## config.mk

```make
export PLATFORM = sky130hd
export DESIGN_NAME = pd_ctrl
export DESIGN_NICKNAME = d
export VERILOG_FILES = /design/src/rtl/pd_ctrl.sv
export SDC_FILE = /design/constraint.sdc
export NUM_CORES = 1
export LEC_CHECK = 0
export CAP_MARGIN = 20
export CORE_MARGIN = 4
export CORE_UTILIZATION = 54
export DETAILED_ROUTE_END_ITERATION = 10
export PLACE_DENSITY = 0.85
export SLEW_MARGIN = 10
export SYNTH_ARGS = -nofsm -noshare
export SYNTH_HDL_FRONTEND = slang
export SYNTH_SLANG_ARGS = --single-unit
```

## constraint.sdc

```tcl
create_clock -name clk -period 5 [get_ports clk]
set_input_delay 1.25 -clock clk [delete_from_list [all_inputs] [get_ports clk]]
set_output_delay 1.25 -clock clk [all_outputs]
set_load 0.05 [all_outputs]
```

## src/rtl/pd_ctrl.sv

```systemverilog
// Round/phase sequencer for an iterated block datapath: loads four words, runs NR rounds
// of four-word groups, then drains the pipeline, steering the delay-line tap muxes throughout.
module pd_ctrl #(
    parameter int NR = 18
) (
    input  logic       clk,
    input  logic       rst,
    input  logic       start,
    output logic [1:0] sel1,
    output logic       sel2,
    output logic       load_en,
    output logic [4:0] round_idx,
    output logic [1:0] phase,
    output logic       busy,
    output logic       out_valid,
    output logic       done
);

    typedef enum logic [2:0] {
        IDLE  = 3'd0,
        LOAD  = 3'd1,
        ROUND = 3'd2,
        LAST  = 3'd3,
        DRAIN = 3'd4
    } state_t;

    localparam logic [4:0] RoundPen  = 5'(NR - 2);
    localparam logic [4:0] RoundLast = 5'(NR - 1);

    state_t     state_q, state_d;
    logic [1:0] phase_q, phase_d;
    logic [4:0] round_q, round_d;
    logic [2:0] cnt_q, cnt_d;
    logic [1:0] sel1_q, sel1_d;
    logic       sel2_q, sel2_d;
    logic       load_en_q, load_en_d;
    logic       busy_q, busy_d;
    logic       out_valid_q, out_valid_d;
    logic       done_q, done_d;

    always_comb begin
        state_d     = state_q;
        phase_d     = phase_q;
        round_d     = round_q;
        cnt_d       = cnt_q;
        done_d      = 1'b0;
        sel1_d      = 2'b00;
        sel2_d      = 1'b0;
        load_en_d   = 1'b0;
        busy_d      = 1'b0;
        out_valid_d = 1'b0;

        case (state_q)
            IDLE: begin
                phase_d = 2'd0;
                round_d = 5'd0;
                cnt_d   = 3'd0;
                if (start) begin
                    state_d = LOAD;
                end
            end
            LOAD: begin
                phase_d = phase_q + 2'd1;
                if (phase_q == 2'd3) begin
                    state_d = ROUND;
                    round_d = 5'd0;
                end
            end
            ROUND: begin
                phase_d = phase_q + 2'd1;
                if (phase_q == 2'd3) begin
                    if (round_q == RoundPen) begin
                        state_d = LAST;
                        round_d = RoundLast;
                    end else begin
                        round_d = round_q + 5'd1;
                    end
                end
            end
            LAST: begin
                phase_d = phase_q + 2'd1;
                if (phase_q == 2'd3) begin
                    state_d = DRAIN;
                    cnt_d   = 3'd0;
                end
            end
            DRAIN: begin
                cnt_d = cnt_q + 3'd1;
                if (cnt_q == 3'd5) begin
                    state_d = IDLE;
                    cnt_d   = 3'd0;
                    round_d = 5'd0;
                    done_d  = 1'b1;
                end
            end
            default: begin
                state_d = IDLE;
            end
        endcase

        // Outputs are decoded from the next state so they land in registers aligned with it.
        busy_d      = (state_d != IDLE);
        load_en_d   = (state_d == LOAD);
        sel2_d      = (state_d == ROUND) || (state_d == LAST);
        out_valid_d = (state_d == DRAIN) && (cnt_d >= 3'd2);
        if (state_d == ROUND) begin
            case (phase_d)
                2'd0:    sel1_d = 2'b01;
                2'd2:    sel1_d = 2'b10;
                default: sel1_d = 2'b00;
            endcase
        end else if (state_d == LAST) begin
            case (phase_d)
                2'd1:    sel1_d = 2'b01;
                2'd3:    sel1_d = 2'b10;
                default: sel1_d = 2'b00;
            endcase
        end
    end

    always_ff @(posedge clk) begin
        if (rst) begin
            state_q     <= IDLE;
            phase_q     <= 2'd0;
            round_q     <= 5'd0;
            cnt_q       <= 3'd0;
            sel1_q      <= 2'b00;
            sel2_q      <= 1'b0;
            load_en_q   <= 1'b0;
            busy_q      <= 1'b0;
            out_valid_q <= 1'b0;
            done_q      <= 1'b0;
        end else begin
            state_q     <= state_d;
            phase_q     <= phase_d;
            round_q     <= round_d;
            cnt_q       <= cnt_d;
            sel1_q      <= sel1_d;
            sel2_q      <= sel2_d;
            load_en_q   <= load_en_d;
            busy_q      <= busy_d;
            out_valid_q <= out_valid_d;
            done_q      <= done_d;
        end
    end

    assign sel1      = sel1_q;
    assign sel2      = sel2_q;
    assign load_en   = load_en_q;
    assign round_idx = round_q;
    assign phase     = phase_q;
    assign busy      = busy_q;
    assign out_valid = out_valid_q;
    assign done      = done_q;

endmodule

```

==> impl_results.html <==
<table>
<tr><th>Metric</th><th>Value</th></tr>
<tr><th colspan="2">Outcome</th></tr>
<tr><td>Outcome</td><td>finished, final reports clean</td></tr>
<tr><th colspan="2">Synth</th></tr>
<tr><td>Warnings, synthesis</td><td>0</td></tr>
<tr><td>Instance count of the mapped netlist</td><td>104</td></tr>
<tr><td>Post-synthesis register bit count</td><td>20</td></tr>
<tr><td>Number of synthesized flops with an enable pin</td><td>0</td></tr>
<tr><td>Distinct cells, synth</td><td>44</td></tr>
<tr><td>Leading post-synthesis cells by cell area</td><td>sky130_fd_sc_hd__dfxtp_1 (41%), sky130_fd_sc_hd__a21oi_1 (4.1%), sky130_fd_sc_hd__ha_1 (3.9%), sky130_fd_sc_hd__nor2_1 (3.9%), sky130_fd_sc_hd__nor3b_1 (3.1%)</td></tr>
<tr><td>Mean cell area of the mapped netlist</td><td>9.31 µm²</td></tr>
<tr><td>Portion of the post-synthesis area used by sequential elements</td><td>41.3%</td></tr>
<tr><td>Total nets after synthesis</td><td>110</td></tr>
<tr><td>Synth area leader</td><td>sky130_fd_sc_hd__dfxtp_1</td></tr>
<tr><td>Ys flop type</td><td>sky130_fd_sc_hd__dfxtp_1</td></tr>
<tr><td>Post-synth design cell area</td><td>968 µm²</td></tr>
<tr><td>Async set-or-reset flop fraction in the synthesized netlist</td><td>0%</td></tr>
<tr><td>Share of the synthesized area in the top cell type</td><td>41.3%</td></tr>
<tr><th colspan="2">Floorplanning</th></tr>
<tr><td>Die X</td><td>50.4 µm</td></tr>
<tr><td>Placement row count</td><td>15</td></tr>
<tr><td>Area of the die</td><td>2540 µm²</td></tr>
<tr><td>Initial Util</td><td>56.7%</td></tr>
<tr><td>Vert. Die Dim</td><td>50.4 µm</td></tr>
<tr><td>Io pins</td><td>17</td></tr>
<tr><td>Core footprint</td><td>1710 µm²</td></tr>
<tr><th colspan="2">Finish</th></tr>
<tr><td>Total number of nets in the final design</td><td>124</td></tr>
<tr><td>Share of post-route cells with drive strength above 1</td><td>10.3%</td></tr>
<tr><td>Utilization of the core after routing</td><td>68.9%</td></tr>
<tr><td>Diode count</td><td>0</td></tr>
<tr><td>Synthesis-to-layout area growth</td><td>21.6%</td></tr>
<tr><td>Number of fill cells</td><td>130</td></tr>
<tr><th colspan="2">Critical path</th></tr>
<tr><td>Reg-to-Reg Start</td><td>round_idx[0]$_SDFFE_PP0P_</td></tr>
<tr><td>Startpoint type of the worst setup path</td><td>flop</td></tr>
<tr><td>Worst Path Buf+Inv</td><td>1</td></tr>
<tr><td>CP delay by family, top</td><td>buffers and inverters</td></tr>
<tr><td>Max Fanout on Critical Path</td><td>8</td></tr>
<tr><td>Data required time at the worst endpoint</td><td>3.75 ns</td></tr>
<tr><td>Signal arrival time at the worst endpoint</td><td>1.65 ns</td></tr>
<tr><td>Max incr delay on CP</td><td>0.85 ns</td></tr>
<tr><td>Startpoint of the most critical setup path</td><td>round_idx[2]$_SDFFE_PP0P_</td></tr>
<tr><td>Worst setup path category</td><td>reg2out</td></tr>
<tr><td>Category of the worst setup path capture point</td><td>output pin</td></tr>
<tr><td>Slowest cell on crit path</td><td>sky130_fd_sc_hd__clkdlybuf4s50_1</td></tr>
<tr><td>Critical-path cell list</td><td>clkdlybuf4s50_1</td></tr>
<tr><th colspan="2">Power</th></tr>
<tr><td>Int Power</td><td>254 µW</td></tr>
<tr><td>Power density over cell area</td><td>279 nW/µm²</td></tr>
<tr><td>Leak</td><td>0.414 nW</td></tr>
<tr><td>Switching share of power</td><td>22.6%</td></tr>
<tr><td>Worst vdd ir</td><td>0.216 mV</td></tr>
<tr><td>Portion of total power attributed to combinational logic</td><td>8.8%</td></tr>
<tr><td>Switching pwr</td><td>74.1 µW</td></tr>
<tr><td>Clock network power share</td><td>40.9%</td></tr>
<tr><td>Sequential share of power</td><td>50.3%</td></tr>
<tr><th colspan="2">Clocking</th></tr>
<tr><td>Root Driver</td><td>sky130_fd_sc_hd__clkbuf_4</td></tr>
<tr><td>Insertion delay to the later sink of the worst-skew pair</td><td>0.31 ns</td></tr>
<tr><td>Clock buffers created by TritonCTS</td><td>3</td></tr>
<tr><td>Post-CTS Setup Repair Bufs</td><td>0</td></tr>
<tr><td>Post-cts resize count</td><td>0</td></tr>
<tr><td>Clock transition at the registers of the reported paths</td><td>0.12 ns</td></tr>
<tr><td>TritonCTS clock tree</td><td>built</td></tr>
<tr><td>Maximum level of the CTS H-tree</td><td>1</td></tr>
<tr><td>Clk buf depth</td><td>2</td></tr>
<tr><td>Count of hold buffers inserted by post-cts repair</td><td>0</td></tr>
<tr><td>Num Clock Sinks</td><td>20</td></tr>
<tr><th colspan="2">Placed design</th></tr>
<tr><td>Gp weighted congestion</td><td>0.747</td></tr>
<tr><td>Port Buffers</td><td>16</td></tr>
<tr><td>HPWL after detailed placement</td><td>1.32 mm</td></tr>
<tr><td>Worst setup slack before clock tree synthesis</td><td>2.18 ns</td></tr>
<tr><th colspan="2">STA</th></tr>
<tr><td>Fmax achieved</td><td>0.345 GHz</td></tr>
<tr><td>Headroom to the max-slew limit</td><td>57.9%</td></tr>
<tr><td>Aggregate negative setup slack</td><td>0 ns</td></tr>
<tr><td>Final Cycle Share</td><td>58.0%</td></tr>
<tr><td>Final period demand of the worst path</td><td>2.90 ns</td></tr>
<tr><td>Setup clock skew after layout</td><td>0.00762 ns</td></tr>
<tr><td>Setup-failing EPs final</td><td>0</td></tr>
<tr><td>Hold violation total from the final report</td><td>0</td></tr>
<tr><td>Minimum setup slack in the final design</td><td>2.10 ns</td></tr>
<tr><td>Unrepaired setup endpoints after global routing</td><td>no</td></tr>
<tr><td>Transition time at the pin with the least slew margin</td><td>0.629 ns</td></tr>
<tr><td>Number of max-slew violations in the final report</td><td>0</td></tr>
<tr><th colspan="2">Route</th></tr>
<tr><td>Routed length on met3</td><td>83 µm</td></tr>
<tr><td>Detailed Route Iter0 Violations</td><td>13</td></tr>
<tr><td>Top metal layer carrying routed signals</td><td>met4</td></tr>
<tr><td>Via Count</td><td>815</td></tr>
<tr><td>Count of antenna-violating nets left after detailed routing</td><td>0</td></tr>
<tr><td>Wire per inst</td><td>14.0 µm</td></tr>
<tr><td>DR pass1 iterations</td><td>4</td></tr>
<tr><td>Met2 WL post-DR</td><td>989 µm</td></tr>
<tr><td>Detailed-route vias per instance</td><td>5.74</td></tr>
<tr><td>Total detailed-routing wirelength</td><td>1.99 mm</td></tr>
<tr><td>Met1 Routed Length</td><td>868 µm</td></tr>
<tr><td>DRC viols</td><td>0</td></tr>
<tr><th colspan="2">Hold path</th></tr>
<tr><td>Hold Path Class</td><td>reg2reg</td></tr>
<tr><td>Start point of the worst hold path</td><td>round_idx[4]$_SDFFE_PP0P_</td></tr>
<tr><th colspan="2">Global routing</th></tr>
<tr><td>Vias in the first global route</td><td>739</td></tr>
<tr><td>Global-route wire length before repair</td><td>3.37 mm</td></tr>
<tr><td>Number of antenna violations at the first check in global routing</td><td>0</td></tr>
<tr><td>Overall routing resource usage</td><td>17.5%</td></tr>
<tr><td>Pin count of the biggest net entering global routing</td><td>17</td></tr>
<tr><td>Overflow left after global routing</td><td>0</td></tr>
<tr><th colspan="2">Run</th></tr>
<tr><td>Number of max-cap violations</td><td>0</td></tr>
</table>
## stage by stage
stage          cells  power, mW  instance area (µm²)  hold WS, ns
2_1_floorplan    104      0.189                  968        0.493
3_3_place_gp     138      0.197                 1120        0.508
3_5_place_dp     138      0.197                 1120        0.512
4_1_cts          142      0.330                 1180        0.530
5_1_grt          142      0.341                 1180        0.559
6_report         142      0.328                 1180        0.536
## Yosys cell counts, types with 2 or more instances
library cell               instances
sky130_fd_sc_hd__a211oi_1          2
sky130_fd_sc_hd__nand2_1           5
sky130_fd_sc_hd__o21ai_0           3
sky130_fd_sc_hd__nor2_1           10
sky130_fd_sc_hd__inv_1             3
sky130_fd_sc_hd__clkbuf_1          2
sky130_fd_sc_hd__and2_1            3
sky130_fd_sc_hd__a41oi_1           2
sky130_fd_sc_hd__a21oi_1           8
sky130_fd_sc_hd__ha_1              3
sky130_fd_sc_hd__dfxtp_1          20
sky130_fd_sc_hd__a311oi_1          3
sky130_fd_sc_hd__nor3b_1           4
sky130_fd_sc_hd__buf_2             3
sky130_fd_sc_hd__a31oi_1           2
sky130_fd_sc_hd__nand3_1           3
## placed cells by master (no fill, tap or decap), types with 2 or more instances in the layout
master,count
sky130_fd_sc_hd__ha_1,3
sky130_fd_sc_hd__and2_1,3
sky130_fd_sc_hd__nor2_1,10
sky130_fd_sc_hd__a31oi_1,2
sky130_fd_sc_hd__a311oi_1,3
sky130_fd_sc_hd__clkbuf_4,3
sky130_fd_sc_hd__dfxtp_1,20
sky130_fd_sc_hd__nor3b_1,4
sky130_fd_sc_hd__clkdlybuf4s50_1,16
sky130_fd_sc_hd__a41oi_1,2
sky130_fd_sc_hd__a211oi_1,2
sky130_fd_sc_hd__nand3_1,3
sky130_fd_sc_hd__o21ai_0,3
sky130_fd_sc_hd__inv_1,3
sky130_fd_sc_hd__nand2_1,5
sky130_fd_sc_hd__a21oi_1,8
## power groups by stage
stage          Combinational, mW  Clock (mW)  Sequential (mW)
2_1_floorplan             0.0152           0            0.174
3_3_place_gp              0.0282           0            0.168
3_5_place_dp              0.0287           0            0.169
4_1_cts                   0.0289       0.136            0.165
5_1_grt                   0.0309       0.144            0.166
6_report                  0.0288       0.134            0.165
## kinds of logic (layout without fill, tap and decap cells)
| family | Yosys count | in the layout | share of synthesized area, % |
|---|---|---|---|
| buf+inv | 10 | 23 | 4.78 |
| flops | 20 | 20 | 41.3 |
| xor+xnor | 1 | 1 | 0.905 |
| simple gates | 39 | 39 | 24.7 |
| fa+ha+maj | 3 | 3 | 3.88 |
| compound gates | 31 | 31 | 24.4 |
## worst paths after layout
check / cells past startpoint / slack (ns) / endpoint
setup reg to reg: 6 / 3.23 / busy$_SDFF_PP0_
hold reg to reg: 1 / 0.54 / round_idx[4]$_SDFFE_PP0P_
hold / removal: 1 / 0.54 / round_idx[4]$_SDFFE_PP0P_
setup / recovery: 1 / 2.10 / round_idx[2]
## sequential cells by signal (all words and copies together), names as in the netlist
signal and count:
round_idx 5, cnt_q 3, state_q 3, phase 2, sel1 2, busy 1
done 1, load_en 1, out_valid 1, sel2 1
## area by class of cell
type	count	area, µm²	area share (%)
Clock inverter	1	30.0	2.55
Clock buffer	3	22.5	1.91
Timing Repair Buffer	16	160	13.6
Tap cell	25	31.3	2.66
Multi-Input combinational cell	74	522	44.3
Sequential cell	20	400	34.0
Inverter	3	11.3	0.956
## routing by layer
| metal | vias to the layer above | track usage, % |
|---|---|---|
| li1 | 411 | - |
| met1 | 376 | 21.6 |
| met2 | 23 | 28.0 |
| met3 | 5 | 4.15 |
| met4 | 0 | 9.42 |
| met5 | - | 0 |
(Power assumes the default switching activity.)
